$ cat src/rtl/vga_timing_gen.sv
// rtl/vga_timing_gen.sv - VGA raster timing: pixel strobe, x/y counters, syncs, valid, frame tick
// All decoded outputs are registered from next-state counters so they move together with xPos/yPos.
module vga_timing_gen #(
  parameter int CLK_DIV  = 4,
  parameter int H_ACTIVE = 640,
  parameter int H_FP     = 16,
  parameter int H_SYNC   = 96,
  parameter int H_BP     = 48,
  parameter int V_ACTIVE = 480,
  parameter int V_FP     = 10,
  parameter int V_SYNC   = 2,
  parameter int V_BP     = 33,
  parameter int SYNC_POL = 0
) (
  input  logic        clk,
  input  logic        rst_n,
  output logic        pixStrobe,
  output logic [31:0] xPos,
  output logic [31:0] yPos,
  output logic        valid,
  output logic        hsync,
  output logic        vsync,
  output logic        frameStart
);

  localparam int H_TOTAL = H_ACTIVE + H_FP + H_SYNC + H_BP;
  localparam int V_TOTAL = V_ACTIVE + V_FP + V_SYNC + V_BP;
  localparam int XW = (H_TOTAL > 1) ? $clog2(H_TOTAL) : 1;
  localparam int YW = (V_TOTAL > 1) ? $clog2(V_TOTAL) : 1;
  localparam int DW = (CLK_DIV > 1) ? $clog2(CLK_DIV) : 1;

  localparam logic [DW-1:0] DIV_LAST = DW'(CLK_DIV - 1);
  localparam logic [XW-1:0] H_LAST   = XW'(H_TOTAL - 1);
  localparam logic [YW-1:0] V_LAST   = YW'(V_TOTAL - 1);
  localparam logic [31:0]   H_ACT_U  = H_ACTIVE;
  localparam logic [31:0]   V_ACT_U  = V_ACTIVE;
  localparam logic [31:0]   HS_BEG   = H_ACTIVE + H_FP;
  localparam logic [31:0]   HS_END   = H_ACTIVE + H_FP + H_SYNC;
  localparam logic [31:0]   VS_BEG   = V_ACTIVE + V_FP;
  localparam logic [31:0]   VS_END   = V_ACTIVE + V_FP + V_SYNC;
  localparam logic          SYNC_ON  = (SYNC_POL != 0);

  logic [DW-1:0] div_cnt_q, div_cnt_d;
  logic [XW-1:0] x_q, x_d;
  logic [YW-1:0] y_q, y_d;
  logic          pix_q, pix_d;
  logic          valid_q, valid_d;
  logic          hsync_q, hsync_d;
  logic          vsync_q, vsync_d;
  logic          frame_q, frame_d;
  logic          tick;
  logic [31:0]   x_ext, y_ext;

  always_comb begin
    tick      = (div_cnt_q == DIV_LAST);
    div_cnt_d = tick ? '0 : div_cnt_q + 1'b1;
    x_d       = x_q;
    y_d       = y_q;
    if (tick) begin
      if (x_q == H_LAST) begin
        x_d = '0;
        y_d = (y_q == V_LAST) ? '0 : y_q + 1'b1;
      end else begin
        x_d = x_q + 1'b1;
      end
    end
    // Decode the values the counters are about to take so outputs align with them.
    x_ext   = {{(32-XW){1'b0}}, x_d};
    y_ext   = {{(32-YW){1'b0}}, y_d};
    pix_d   = tick;
    valid_d = (x_ext < H_ACT_U) && (y_ext < V_ACT_U);
    hsync_d = ((x_ext >= HS_BEG) && (x_ext < HS_END)) ? SYNC_ON : ~SYNC_ON;
    vsync_d = ((y_ext >= VS_BEG) && (y_ext < VS_END)) ? SYNC_ON : ~SYNC_ON;
    frame_d = tick && (x_d == '0) && (y_d == '0);
  end

  always_ff @(posedge clk or negedge rst_n) begin
    if (!rst_n) begin
      div_cnt_q <= '0;
      x_q       <= H_LAST;
      y_q       <= V_LAST;
      pix_q     <= 1'b0;
      valid_q   <= 1'b0;
      hsync_q   <= ~SYNC_ON;
      vsync_q   <= ~SYNC_ON;
      frame_q   <= 1'b0;
    end else begin
      div_cnt_q <= div_cnt_d;
      x_q       <= x_d;
      y_q       <= y_d;
      pix_q     <= pix_d;
      valid_q   <= valid_d;
      hsync_q   <= hsync_d;
      vsync_q   <= vsync_d;
      frame_q   <= frame_d;
    end
  end

  assign pixStrobe  = pix_q;
  assign xPos       = {{(32-XW){1'b0}}, x_q};
  assign yPos       = {{(32-YW){1'b0}}, y_q};
  assign valid      = valid_q;
  assign hsync      = hsync_q;
  assign vsync      = vsync_q;
  assign frameStart = frame_q;

endmodule

$ cat config.mk
export PLATFORM = sky130hd
export DESIGN_NAME = vga_timing_gen
export DESIGN_NICKNAME = d
export VERILOG_FILES = /design/src/rtl/vga_timing_gen.sv
export SDC_FILE = /design/constraint.sdc
export NUM_CORES = 1
export LEC_CHECK = 0
export CAP_MARGIN = 20
export CORE_MARGIN = 2
export CORE_UTILIZATION = 42
export DETAILED_ROUTE_END_ITERATION = 16
export PLACE_DENSITY = 0.77
export SETUP_SLACK_MARGIN = 0.1
export SKIP_LAST_GASP = 1
export SLEW_MARGIN = 20
export SYNTH_ARGS = -nofsm -noshare
export SYNTH_HDL_FRONTEND = slang
export SYNTH_SLANG_ARGS = --single-unit
$ cat constraint.sdc
create_clock -name clk -period 2.2 [get_ports clk]
set_input_delay 0.33 -clock clk [delete_from_list [all_inputs] [get_ports clk]]
set_output_delay 0.33 -clock clk [all_outputs]
set_load 0.03 [all_outputs]
==> Word-level counts from Yosys, hierarchy flattened <==
Cells that the tools add are included.
{ "totals": {"regBits": 27, "input_bits": 2} }
{ "op_classes": {"add_sub_neg": 3, "magnitude_cmp": 6, "eq_ne": 3, "n_mux": 8, "n_reduce_logical": 7} }
{ "op_table": {"columns": ["op", "count"], "rows": [
  ["two-way mux 10 bit", 5],
  ["adder 10 x 1 -> 10 bit (second input constant)", 2],
  ["== test 10 bit (second input constant)", 2],
  ["zero test 10 bit", 2],
  ["less-than comparator 10 bit (second input constant)", 2],
  ["less-than comparator 10 x 9 -> 1 bit (second input constant)", 2],
  ["greater-or-equal comparator 10 bit (second input constant)", 1],
  ["greater-or-equal comparator 10 x 9 -> 1 bit (second input constant)", 1],
  ["logical AND 1 bit", 5],
  ["adder 2 x 1 -> 2 bit (second input constant)", 1],
  ["== test 2 bit (second input constant)", 1],
  ["two-way mux 1 bit", 2],
  ["two-way mux 2 bit", 1]
]} }

==> Depth between registers and ports, before layout <==
{ "logic_depth": {"word_depth": 7, "depth_mapped": 8, "mapped_depth_nobuf": 8} }

==> Worst setup path after synthesis <==
No wires, ideal clock.
{ "synth_path": {"path_type": "register -> register", "start": "reg x_q[1]", "end": "reg frame_q (netlist: frameStart)", "setup_ns": 0.120, "t_arrival_ns": 2.365, "required_time_ns": 2.080, "slack_ns": -0.286, "path_stages_with_launch": 9, "n_path_buf": 1, "path_cell_list": "dfstp_2 > ha_1 > nand4b_4 > or3_1 > buf_6 > or4b_4 > o211ai_2 > a221oi_2 > and4_1"} }
{ "synth_via": {"elab_chain_len": 6, "word_cells_on_any_way": 10, "classes_between": "add/sub (1); eq/ne (1); mux (4); reduce/logical (4)"} }
{ "synth_lines": {"columns": ["item", "line", "source"], "rows": [
  ["start: declaration", "44", "logic [XW-1:0] x_q, x_d;"],
  ["start signal: assignment", "80", "x_q <= H_LAST;"],
  ["start signal: assignment", "89", "x_q <= x_d;"],
  ["adder 10 x 1 -> 10 bit / == test 10 bit (equally long branches)", "64, 60", null],
  ["two-way mux 10 bit", "60", "if (x_q == H_LAST) begin"],
  ["two-way mux 10 bit", "59", "if (tick) begin"],
  ["zero test 10 bit", "74", "frame_d = tick && (x_d == '0) && (y_d == '0);"],
  ["logical AND 1 bit", "74", null],
  ["logical AND 1 bit (*)", "74", null],
  ["via frame_d", "50", "logic frame_q, frame_d;"],
  ["end signal: assignment", "95", "frame_q <= frame_d;"],
  ["end: declaration", "50", null]
]} }
Mark *: on every way through the listed nets, which the timed path passes. The rest lies on a longest branch.

==> Worst setup path after layout <==
Same ends and word-level chain as after synthesis.

==> summary.md <==
| Metric | Value |
|---|---|
| Outcome | completed |
| EDFF count, synth | 0 |
| Core Util, Final | 0.5517 |
| Most common cell after layout, fill and taps aside | conb_1 |
| Yosys reg bits | 27 |
| Number of diodes | 0 |
| Most frequent cells in the layout | 44 x conb_1, 40 x buf_4, 26 x clkdlybuf4s50_1 |
| Layout cell share with drive strength beyond 1 | 0.2644 |
| Horiz. Die Dim | 75.31 um |
| Clk Tree Root Cell | clkbuf_8 |
| Final nets | 302 |
| Post-synth top area share | 0.1757 |
| Post-synthesis async set-or-reset flop share | 1.000 |
| Reg-to-reg startpoint | x_q[1] |
| First-pass GRT wire length | 7.514 mm |
| CP Launch Type | flip-flop |
| CTS H-tree depth | 1 |
| Top FF cell, synth | dfrtp_1 |
| Worst Setup End Kind | flip-flop |
| Top-Level Pins | 71 |
| Total grt overflow | 0 |
| # rows | 25 |
| Port bufs | 26 |
| Initial antenna violation count | 0 |
| Crit path max-delay family | simple AND/OR/NAND/NOR gates |
| Layout Cells excl Fill | 362 |
| Area Growth Syn to Fin | 24.43% |
| Worst Path Arrival | 2.33 ns |
| Maximum clock frequency | 0.4637 GHz |
| Crit Path Class | reg2reg |
| CORE AREA | 4817 sq um |
| Cts bufs inserted | 3 |
| Buf/Inv on CP | 0 |
| DP Wirelength | 3.671 mm |
| Final Slew Violations | 0 |
| Crit path cell chain | ha_4 -> nand4b_4 -> or3_4 -> or4b_4 -> o211ai_2 -> a221oi_2 -> and4_1 |
| Synth area leader | dfrtp_1 |
| GRT Util Overall | 0.1738 |
| Min cycle time layout | 2.157 ns |
| Routability congestion estimate | 0.9296 |
| Maximum VDD drop | 0.2424 mV |
| CTS tree | yes |
| Clock Sinks | 27 |
| Largest net degree at the start of global routing | 28 |
| YS warnings | 0 |
| Slew @ Worst Pin | 0.6301 ns |
| Synth area leaders | dfrtp_1 18%, buf_4 17%, dfstp_2 15%, xnor2_1 5.7%, nand2_1 3.3% |
| Vias in the first global route | 1582 |
| Drt drc | 0 |
| Cell variety after synth | 55 |
| Final Skew | 0.006017 ns |
| Initial Util | 0.4434 |
| Die area | 5672 sq um |
| Clock transition at the registers of the reported paths | 0.10 ns |
| DR WL/cell | 13.43 um |
| Power per cell area | 338.1 nW/um^2 |
| Avg Cell Area, Syn | 8.936 sq um |
| Die height | 75.31 um |
| Period utilization | 0.9803 |
| Final Hold Fails | 0 |
| Worst hold slack | 0.4094 ns |
| Post-Syn Area | 2136 sq um |
| Initial drt markers | 131 |
| Crit Path Max Fanout | 4 |
| Leakage Power | 0.001121 uW |
| Mapped Cells | 239 |
| Worst Hold Class | in2async |
| Placed insts | 352 |
| Max Cap Viol | 0 |
| Worst reg2reg setup slack | 0.04 ns |
| Register area share after synthesis | 0.3234 |
| RSZ-0062 raised after global routing | true |
| Max incr delay on CP | 0.56 ns |
| # fillers | 469 |
| CP max-delay cell | dfstp_2 |
| Final ANT Viol Nets | 0 |
| Final setup violation count | 0 |
| Total wire length | 4.863 mm |
| Via Count | 1794 |
| Max_slew headroom | 0.5744 |
| Worst skew pair latency | 0.28 ns |
| Vias per cell | 4.956 |
| Total power | 898.4 uW |
| First-pass detailed-route iteration total | 4 |
| Worst Setup SP | x_q[1] |
| Clk buf depth | 2 |
| Data required, critical path | 2.37 ns |
## power by group
part	internal, uW	leakage [uW]	switching, uW	total, uW
Clock	130	0.0000228	160	290
Combinational	2.71	0.000773	108	111
Sequential	497	0.000325	0	497
## metal layers
| metal | routed length [um] | track usage |
|---|---|---|
| met1 | 2214 | 0.2292 |
| met5 | 0 | 0 |
| met3 | 252 | 0.02381 |
| met2 | 2293 | 0.2870 |
| met4 | 102 | 0.07212 |
## per-stage QoR
stage / TNS, ns / cell area, sq um / setup WS (ns)
floorplan: -0.1502 / 2321 / -0.08561
global placement: 0 / 2494 / 0.01074
detailed placement: -0.07596 / 2494 / -0.07596
CTS: 0 / 2591 / 0.06348
global route: -0.09676 / 2658 / -0.09676
finish: 0 / 2658 / 0.04339
## area by class of cell
| class | instances | area, sq um | share of cell area |
|---|---|---|---|
| tap | 67 | 83.83 | 0.03154 |
| clock buffer | 4 | 45.04 | 0.01695 |
| inverter | 6 | 22.52 | 0.008475 |
| sequential | 27 | 690.7 | 0.2599 |
| timing repair buffer | 68 | 583.1 | 0.2194 |
| multi-input combinational | 190 | 1232 | 0.4637 |
## cells in the mapped netlist (all sizes together), types with 2 or more instances
cell type and number:
a21oi 10, a22oi 2, a31oi 2, and2 2, and3 5, and4 4, buf 52, clkbuf 7
dfrtp 15, dfstp 12, ha 4, inv 6, nand2 19, nand2b 2, nand3 8, nand4 8
nand4b 3, nor2 17, nor3 3, nor4b 2, o21ai 9, o31ai 2, o41ai 2, or3 3
or4 2, xnor2 15, xor2 2
## state kept, by name, summed over array words and instances (netlist names)
name        cells
x_q            10
y_q            10
div_cnt_q       2
frameStart      1
hsync           1
pixStrobe       1
valid           1
vsync           1
## path summary, 6_finish.rpt
| path | endpoint | cells after the start |
|---|---|---|
| worst max-delay path | frameStart | 7 |
| worst min-delay path | pixStrobe | 2 |
| worst max register to register | frameStart | 7 |
| worst min register to register | div_cnt_q[1] | 1 |
| max in group asynchronous | y_q[3] | 2 |
| min in group clk | div_cnt_q[1] | 1 |
## cells by family after synthesis
group | after synthesis | share of synthesized area
simple gates | 82 | 0.2197
buf+inv | 65 | 0.2144
compound gates | 41 | 0.1342
flops | 27 | 0.3234
xor+xnor | 17 | 0.07323
fa+ha+maj | 4 | 0.02343
mux | 2 | 0.009959
other cells | 1 | 0.001756
## repair_timing
item	4_1_cts	5_1_grt
resized for setup	10	8
endpoints found under the setup margin	2	4
setup buffers	1	5
pin swaps	3	4
hold buffers	0	0
No activity file was read; power rests on OpenSTA's default activity.
